[src/rtl/sdp_bram_lpm_pkg.sv]
// Shared widths and FSM encoding for the LPM BRAM controller slice.
package sdp_bram_lpm_pkg;

  localparam int unsigned LPM_ADDR_W = 10;
  localparam int unsigned LPM_DATA_W = 75;

  typedef enum logic {
    ST_INIT = 1'b0,
    ST_RUN  = 1'b1
  } lpm_state_t;

endpackage

[src/rtl/lpm_wr_rr_arb.sv]
// Two-way round-robin write arbiter.
// Ports: clk/rst, en (arbitration allowed), valid[1:0] requests, grant[1:0] one-hot
// combinational grant. The pointer only moves when both requesters contend.
module lpm_wr_rr_arb (
  input  logic       clk,
  input  logic       rst,
  input  logic       en,
  input  logic [1:0] valid,
  output logic [1:0] grant
);

  logic rr_ptr_q;

  // Grant decode; rr_ptr selects the winner on contention
  always_comb begin
    grant = 2'b00;
    if (en) begin
      unique case (valid)
        2'b01:   grant = 2'b01;
        2'b10:   grant = 2'b10;
        2'b11:   grant = rr_ptr_q ? 2'b10 : 2'b01;
        default: grant = 2'b00;
      endcase
    end
  end

  // Pointer flips to the loser after a contended grant
  always_ff @(posedge clk) begin
    if (rst)                rr_ptr_q <= 1'b0;
    else if (en && &valid)  rr_ptr_q <= ~rr_ptr_q;
  end

endmodule

[src/rtl/sdp_bram_lpm_ctrl.sv]
// Controller sharing the LPM SDP BRAM between two writers and one reader.
// Zero-fills the memory after reset, arbitrates writes round-robin and returns
// read data one cycle after acceptance with rd_valid.
// Ports: clk/rst; w0_*/w1_* write requesters (valid/addr/data/ready);
// r_valid/r_addr/r_ready read request; rd_valid/rd_data read response;
// init_done; bram_* connect straight to sdp_bram_lpm (clka/clkb tied to clk).
module sdp_bram_lpm_ctrl
  import sdp_bram_lpm_pkg::*;
#(
  parameter int unsigned ADDR_W        = LPM_ADDR_W,
  parameter int unsigned DATA_W        = LPM_DATA_W,
  parameter bit          INIT_ON_RESET = 1'b1
) (
  input  logic              clk,
  input  logic              rst,
  input  logic              w0_valid,
  input  logic [ADDR_W-1:0] w0_addr,
  input  logic [DATA_W-1:0] w0_data,
  output logic              w0_ready,
  input  logic              w1_valid,
  input  logic [ADDR_W-1:0] w1_addr,
  input  logic [DATA_W-1:0] w1_data,
  output logic              w1_ready,
  input  logic              r_valid,
  input  logic [ADDR_W-1:0] r_addr,
  output logic              r_ready,
  output logic              rd_valid,
  output logic [DATA_W-1:0] rd_data,
  output logic              init_done,
  output logic [ADDR_W-1:0] bram_addra,
  output logic [DATA_W-1:0] bram_dina,
  output logic              bram_wea,
  output logic              bram_rstb,
  output logic [ADDR_W-1:0] bram_addrb,
  input  logic [DATA_W-1:0] bram_doutb
);

  localparam logic [ADDR_W-1:0] CNT_LAST = '1;

  lpm_state_t        state_q, state_d;
  logic [ADDR_W-1:0] init_cnt_q;
  logic [ADDR_W-1:0] addra_q;
  logic [DATA_W-1:0] dina_q;
  logic              rd_valid_q;
  logic              init_done_q;
  logic              run;
  logic [1:0]        grant;

  // Held in reset so nothing is accepted during the rst cycle
  assign run = (state_q == ST_RUN) && !rst;

  lpm_wr_rr_arb u_arb (
    .clk   (clk),
    .rst   (rst),
    .en    (run),
    .valid ({w1_valid, w0_valid}),
    .grant (grant)
  );

  // State register
  always_ff @(posedge clk) begin
    if (rst) state_q <= INIT_ON_RESET ? ST_INIT : ST_RUN;
    else     state_q <= state_d;
  end

  // Next state and write-port drive; the write port holds its last address/data when idle
  always_comb begin
    state_d    = state_q;
    bram_wea   = 1'b0;
    bram_addra = addra_q;
    bram_dina  = dina_q;
    if (!rst) begin
      unique case (state_q)
        ST_INIT: begin
          bram_wea   = 1'b1;
          bram_addra = init_cnt_q;
          bram_dina  = '0;
          if (init_cnt_q == CNT_LAST) state_d = ST_RUN;
        end
        ST_RUN: begin
          if (grant[0]) begin
            bram_wea   = 1'b1;
            bram_addra = w0_addr;
            bram_dina  = w0_data;
          end else if (grant[1]) begin
            bram_wea   = 1'b1;
            bram_addra = w1_addr;
            bram_dina  = w1_data;
          end
        end
        default: state_d = ST_INIT;
      endcase
    end
  end

  // Write-port hold registers
  always_ff @(posedge clk) begin
    addra_q <= bram_addra;
    dina_q  <= bram_dina;
  end

  // Zero-fill counter, read pipeline and init flag
  always_ff @(posedge clk) begin
    if (rst) begin
      init_cnt_q  <= '0;
      rd_valid_q  <= 1'b0;
      init_done_q <= 1'b0;
    end else begin
      if (state_q == ST_INIT) init_cnt_q <= init_cnt_q + ADDR_W'(1);
      rd_valid_q  <= r_valid & run;
      init_done_q <= (state_d == ST_RUN);
    end
  end

  assign w0_ready   = grant[0];
  assign w1_ready   = grant[1];
  assign r_ready    = run;
  assign rd_valid   = rd_valid_q;
  assign rd_data    = bram_doutb;
  assign init_done  = init_done_q;
  assign bram_rstb  = rst;
  assign bram_addrb = r_addr;

endmodule

[config.mk]
export PLATFORM = sky130hd
export DESIGN_NAME = sdp_bram_lpm_ctrl
export DESIGN_NICKNAME = d
export VERILOG_FILES = /design/src/rtl/sdp_bram_lpm_pkg.sv /design/src/rtl/lpm_wr_rr_arb.sv /design/src/rtl/sdp_bram_lpm_ctrl.sv
export SDC_FILE = /design/constraint.sdc
export NUM_CORES = 1
export LEC_CHECK = 0
export CORE_AREA = 2 2 171 173
export CTS_CLUSTER_DIAMETER = 100
export DETAILED_ROUTE_END_ITERATION = 16
export DIE_AREA = 0 0 173 175
export GPL_TIMING_DRIVEN = 0
export SKIP_CTS_REPAIR_TIMING = 1
export SYNTH_ARGS = -nofsm -noshare
export SYNTH_HDL_FRONTEND = slang
export SYNTH_SLANG_ARGS = --single-unit
[constraint.sdc]
create_clock -name clk -period 2 [get_ports clk]
set_clock_uncertainty 0.2 [all_clocks]
set_input_delay 0.3 -clock clk [delete_from_list [all_inputs] [get_ports clk]]
set_output_delay 0.3 -clock clk [all_outputs]
set_load 0.03 [all_outputs]
==> impl_metrics.ini, run 1 <==
[status]
outcome = complete, but fails checks
failed_checks = negative setup slack

[clock_network]
cts-buffers-inserted = 9
cts_tree = yes
htree_num_levels = 3
largest_buffer_count_on_any_clock_path = 2
cts_num_sinks = 98
clkTransAtPathRegs_ns = 0.08
insertion_delay_ns = 0.35
ctsRootBufferMaster = sky130_fd_sc_hd__clkbuf_16

[power_and_ir_drop]
power_report.internal_total_mw = 3.63
vdd_ir_drop_max_mv = 0.329
sw_frac_of_total_pct = 31.1
combinationalPowerShare_pct = 29.0
leakage_power_total_nw = 4.55
seq_power_share_pct = 37.3
power.clock.fraction_pct = 33.7
netSwitchingPower_mw = 1.64
p_per_area_mw_per_mm2 = 472
p_total_mw = 5.27

[setup_path]
critical_path.max_stage_delay_ns = 0.37
critical_path.slowest_cell = sky130_fd_sc_hd__dfxtp_4
arrival_ns = 2.10
rrSetupSlack_ns = 0
reg2reg_to = dina_q[64]
critPathCaptureType = output pin
crit_required_ns = 1.50
worst_setup_path_start_kind = flop
cp_cell_sequence = nand2b_4 -> buf_8 -> buf_12 -> clkbuf_16 -> a32o_1 -> a221o_2 -> buf_6
worstSetupPathType = flop to output pin
crit_fanout = 6
worst_r2r_path_depth = 7
timing.rr.start = u_arb.rr_ptr_q

[cells_and_area]
post_route_cells_drive_above_1_share_pct = 33.8
mostFrequentLayoutCell = sky130_fd_sc_hd__clkdlybuf4s50_1
finalNonFillerCells = 1491
final_nets = 1363
final_area_mm2 = 0.0112
synthToLayoutAreaGrowth_pct = 76.8
antenna_cells_inserted = 0
mostFrequentLayoutCells = 258 x sky130_fd_sc_hd__clkdlybuf4s50_1, 115 x sky130_fd_sc_hd__buf_4, 96 x sky130_fd_sc_hd__dfxtp_1, 88 x sky130_fd_sc_hd__inv_1, 87 x sky130_fd_sc_hd__nand2_1

[floorplan]
placementRows = 62
floorplan.die.height_um = 175
design.die.area_mm2 = 0.0303
io-pin-count = 437
total_core_area_mm2 = 0.0284
dieWidth_um = 173
initial_utilization_pct = 22.2

[worst_hold_path]
holdPathEnd = init_done
min_delay_path_depth = 3
hold_start = rst
worstHoldPathType = primary input to flop

[drt]
dr_pass1_iterations = 5
avgViaCountPerCell = 5.00
finalWirelength_mm = 29.2
drt_drc_violations_left = 0
route.vias.total = 7455
drt-initial-drc-count = 471
antenna_violating_nets_post_route = 0
drt-wirelength-per-cell_um = 19.6

[global_routing]
antenna_found_initial = 1
grt_start_max_net_pins = 19
grt_pass1_wl_mm = 43.3
first_global_vias = 7453
grt.overflow.total = 0
gr-usage-all-layers_pct = 18.0

[synth]
synth.lib_cells_used.distinct = 39
synth.yosys.seq_area_share_pct = 31.1
postSynthAreaPerCell_um2 = 8.56
synth_fp_nets = 998
synth_seq_cells = 98
netlist_area_mm2 = 0.00631
yosysWarnings = 0
yosys_most_used_dff = sky130_fd_sc_hd__dfxtp_1
async_sr_flop_fraction_pct = 0
synthesis.instances = 737
number_of_enable_flip_flop_cells_after_synthesis = 0

[sta]
final_max_slew_viol_count = 0
rsz0062_at_grt = true
clock.fmax_ghz = 0.385
tightestPinTransition_ns = 0.568
finalCriticalPeriod_ns = 2.60
setup_slack_ns = -0.596
count_of_endpoints_failing_hold_in_the_final_timing_report = 0
timing.final.setup_violations = 88
final_min_period_over_clock_period_pct = 130
slew_headroom_pct = 62.2

[placed_design]
gp_congestion = 0.813
placed_area_mm2 = 0.0106
place.port_buffers = 349
dp_hpwl_mm = 21.4
placed_cells = 1470

[flow_run]
max_cap_violations = 0
synth_stat cells, drive strengths merged (2+ instances only):
| cell type | count | share of area, % |
|---|---|---|
| a221o | 75 | 12 |
| nand3 | 2 | 0.16 |
| o221ai | 9 | 1.2 |
| buf | 119 | 13 |
| a21oi | 5 | 0.40 |
| xnor2 | 2 | 0.28 |
| clkbuf | 49 | 2.9 |
| xor2 | 3 | 0.42 |
| nor2b | 2 | 0.20 |
| nand2 | 88 | 5.2 |
| o21ai | 2 | 0.16 |
| nor2 | 8 | 0.48 |
| or4 | 2 | 0.24 |
| inv | 90 | 5.4 |
| nor4 | 2 | 0.20 |
| a221oi | 75 | 10 |
| and2 | 3 | 0.30 |
| dfxtp | 98 | 31 |
| a32oi | 9 | 1.2 |
| a32o | 76 | 12 |
| o31ai | 2 | 0.24 |
| or3 | 2 | 0.20 |
| nand4b | 2 | 0.28 |
per-layer routing:
layer | up-vias | GRT usage [%] | routed length [um]
met3 | 35 | 3.96 | 2020
met2 | 348 | 30.7 | 14000
met4 | 2 | 4.41 | 532
met5 | - | 0 | 16
met1 | 3583 | 23.0 | 12600
li1 | 3487 | - | -
worst max-delay path: cells and delay by family, from the launching register on:
family,cells,cell delay [ns]
AO/OA/AOI/OAI,2,0.61
AND/OR/NAND/NOR,1,0.16
flip-flops,1,0.37
buffers and inverters,4,0.59
sequential cells by signal, indices dropped and copies added (netlist names):
signal          cells
addra_q            10
dina_q             75
init_cnt_q         10
init_done           1
rd_valid            1
u_arb.rr_ptr_q      1
final cells by class:
type	count	area, um2
repair buffers	354	3310
flip-flops and latches	98	1970
fillers	2880	17200
inverters	90	349
multi-input cells	381	3490
plain buffers	168	1270
well taps	384	480
clock inverters	7	61.3
clock buffers	9	225
through the flow:
step	util [%]	hold slack (ns)	setup TNS, ns	worst slack, ns
after floorplan	-	0.222	0	0.00122
after CTS	38.3	0.289	-173.70	-1.69
after global placement	37.3	0.283	-207.21	-1.68
final	39.3	0.300	-45.29	-0.596
after detailed placement	37.3	0.291	-206.24	-1.67
after global routing	39.3	0.298	-51.73	-0.655
kinds of logic (layout without fill, tap and decap cells):
family / after synthesis / in the layout / share of synthesized area [%]
xor+xnor: 5 / 5 / 0.694
mux: 2 / 2 / 0.337
fa+ha+maj: 1 / 1 / 0.198
simple gates: 117 / 117 / 7.91
flops: 98 / 98 / 31.1
compound gates: 256 / 256 / 38.1
buf+inv: 258 / 628 / 21.7
power groups by stage:
stage	Combinational, mW	Clock, mW	Sequential, mW
detailed placement	1.41	0	2.01
floorplan	0.710	0	2.01
finish	1.53	1.77	1.97
CTS	1.42	1.86	1.97
global route	1.61	1.91	1.97
global placement	1.41	0	2.01
worst max path at each step:
| stage | startpoint | end | slack (ns) | cells after the start |
|---|---|---|---|---|
| global route | u_arb.rr_ptr_q | bram_dina[63] | -0.66 | 7 |
| global placement | w1_valid | bram_dina[19] | -1.68 | 7 |
| CTS | w1_valid | bram_dina[22] | -1.69 | 7 |
| detailed placement | w1_valid | bram_dina[24] | -1.67 | 7 |
| finish | u_arb.rr_ptr_q | bram_dina[65] | -0.60 | 7 |
| floorplan | w0_valid | bram_dina[61] | 0.001 | 7 |
Power figures use the tool's default switching activity.
==> run 2, diff against run 1 <==
--- a/config.mk
+++ b/config.mk
@@ -11,6 +11,7 @@
 export DIE_AREA = 0 0 173 175
 export GPL_TIMING_DRIVEN = 0
 export SKIP_CTS_REPAIR_TIMING = 1
+export SLEW_MARGIN = 0
 export SYNTH_ARGS = -nofsm -noshare
 export SYNTH_HDL_FRONTEND = slang
 export SYNTH_SLANG_ARGS = --single-unit
==> results of run 2 <==
The final DEF is identical to that of run 1; final timing and power are the same.
==> run 3, diff against run 2 <==
--- a/config.mk
+++ b/config.mk
@@ -10,6 +10,7 @@
 export DETAILED_ROUTE_END_ITERATION = 16
 export DIE_AREA = 0 0 173 175
 export GPL_TIMING_DRIVEN = 0
+export HOLD_SLACK_MARGIN = 0.1
 export SKIP_CTS_REPAIR_TIMING = 1
 export SLEW_MARGIN = 0
 export SYNTH_ARGS = -nofsm -noshare
==> constraint.sdc (replaced) <==
create_clock -name clk -period 2.9 [get_ports clk]
set_clock_uncertainty 0.2 [all_clocks]
set_input_delay 0.435 -clock clk [delete_from_list [all_inputs] [get_ports clk]]
set_output_delay 0.435 -clock clk [all_outputs]
set_load 0.03 [all_outputs]
==> impl_metrics.ini, run 3 (synthesis gave the netlist of run 1 again) <==
[setup_path]
crit_required_ns = 2.27
crit_fanout = 10
critPathCaptureType = output pin
arrival_ns = 2.19
worst_setup_path_start_kind = flop
worstSetupPathType = flop to output pin

[drt]
finalWirelength_mm = 28.7
antenna_violating_nets_post_route = 0
route.vias.total = 7492
avgViaCountPerCell = 5.03
drt-initial-drc-count = 507
drt-wirelength-per-cell_um = 19.3
dr_pass1_iterations = 5
drt_drc_violations_left = 0

[global_routing]
grt.overflow.total = 0
first_global_vias = 7413
global_route.peak_usage_layer = met2
grt_start_max_net_pins = 18
use_met3_pct = 4.26
antenna_found_initial = 5
grt_pass1_wl_mm = 43.1
gr-usage-all-layers_pct = 17.9
met2_usage_pct = 30.6
gr-usage-met1_pct = 22.5

[power_and_ir_drop]
vdd_ir_drop_max_mv = 0.286
p_per_area_mw_per_mm2 = 337
leakage_power_total_nw = 4.90
p_total_mw = 3.56

[clock_network]
largest_buffer_count_on_any_clock_path = 2
cts_tree = yes
ctsRootBufferMaster = sky130_fd_sc_hd__clkbuf_16
cts_num_sinks = 98
clkTransAtPathRegs_ns = 0.08
htree_num_levels = 3
insertion_delay_ns = 0.35
cts-buffers-inserted = 9

[placed_design]
dp_hpwl_mm = 21.0
place_ws_ns = -1.14
placed_cells = 1470
place.port_buffers = 349
gp_congestion = 0.792

[cells_and_area]
post_route_cells_drive_above_1_share_pct = 20.0
mostFrequentLayoutCells = 261 x sky130_fd_sc_hd__clkdlybuf4s50_1, 96 x sky130_fd_sc_hd__dfxtp_1, 89 x sky130_fd_sc_hd__inv_1, 89 x sky130_fd_sc_hd__buf_4, 87 x sky130_fd_sc_hd__nand2_1
final_core_util_pct = 37.2
mostFrequentLayoutCell = sky130_fd_sc_hd__clkdlybuf4s50_1
layout_top_registers = dina_q (75), addra_q (10), init_cnt_q (10)
synthToLayoutAreaGrowth_pct = 67.3
finalNonFillerCells = 1488
largest_reg_flops = 75
largest_register = dina_q
final_nets = 1358

[floorplan]
floorplan.die.height_um = 175
io-pin-count = 437
initial_utilization_pct = 22.2
placementRows = 62
design.die.area_mm2 = 0.0303
dieWidth_um = 173
total_core_area_mm2 = 0.0284

[sta]
hold_slack_ns = 0.311
rsz0062_at_grt = true
setup_slack_ns = 0.0768
finalCriticalPeriod_ns = 2.82
slew_headroom_pct = 60.4
timing.final.setup_violations = 0
final_max_slew_viol_count = 0
final_min_period_over_clock_period_pct = 97.4
count_of_endpoints_failing_hold_in_the_final_timing_report = 0
tightestPinTransition_ns = 0.591
clock.fmax_ghz = 0.354

[status]
outcome = finished, final reports clean

[flow_run]
max_cap_violations = 0

[worst_hold_path]
worstHoldPathType = flop to flop
==> run 3: changes by cell type in the layout (fill, tap and decap cells not counted), moves of 16 or more <==
cell | before | now
sky130_fd_sc_hd__a221o_1 | 11 | 75
sky130_fd_sc_hd__buf_6 | 31 | 9
sky130_fd_sc_hd__buf_4 | 115 | 89
sky130_fd_sc_hd__a221oi_2 | 16 | 0
sky130_fd_sc_hd__clkbuf_2 | 22 | 69
sky130_fd_sc_hd__buf_2 | 52 | 15
sky130_fd_sc_hd__a221oi_1 | 59 | 75
sky130_fd_sc_hd__dlymetal6s2s_1 | 2 | 38
sky130_fd_sc_hd__a221o_2 | 64 | 0
==> run 3: through the flow <==
stage | cell area (um2) | TNS (ns)
after floorplan | 6310 | 0
after global placement | 10300 | -87.43
after detailed placement | 10300 | -88.86
after CTS | 10600 | -85.67
after global routing | 10600 | -0.00733
final | 10600 | 0
==> run 3: layout make-up <==
cell class              count  area [um2]
fillers                  2940       17800
repair buffers            349        3350
multi-input cells         381        3010
flip-flops and latches     98        1960
plain buffers             168        1130
well taps                 384         480
inverters                  90         340
clock buffers              10         239
clock inverters             6        47.5
diodes                      2        5.00
==> run 3: final timing paths <==
kind	from	end	slack, ns	depth (start not counted)
worst max-delay path	u_arb.rr_ptr_q	bram_dina[34]	0.08	7
worst min-delay path	init_cnt_q[8]	init_cnt_q[8]	0.31	2
worst max register to register	u_arb.rr_ptr_q	dina_q[67]	0.96	6
worst min register to register	init_cnt_q[8]	init_cnt_q[8]	0.31	2
==> run 3: per-layer routing <==
layer	vias to the layer above	wire, um
met4	8	441
met3	31	2060
met5	-	47
met2	353	14000
met1	3622	12100
li1	3478	-
==> run 3: worst max-delay path, cell delays in order, from the launching register on <==
cell and delay, ns:
sky130_fd_sc_hd__dfxtp_2 0.35, sky130_fd_sc_hd__nand2b_1 0.16, sky130_fd_sc_hd__buf_6 0.16, sky130_fd_sc_hd__buf_6 0.16
sky130_fd_sc_hd__clkbuf_4 0.21, sky130_fd_sc_hd__a221oi_1 0.30, sky130_fd_sc_hd__a221o_1 0.19, sky130_fd_sc_hd__dlymetal6s2s_1 0.30
==> run 3: power breakdown <==
group | leakage (nW) | switching (mW) | internal (mW)
Clock | 0.139 | 0.621 | 0.616
Sequential | 0.791 | 0.00625 | 1.35
Combinational | 3.97 | 0.458 | 0.503
Total | 4.90 | 1.08 | 2.47
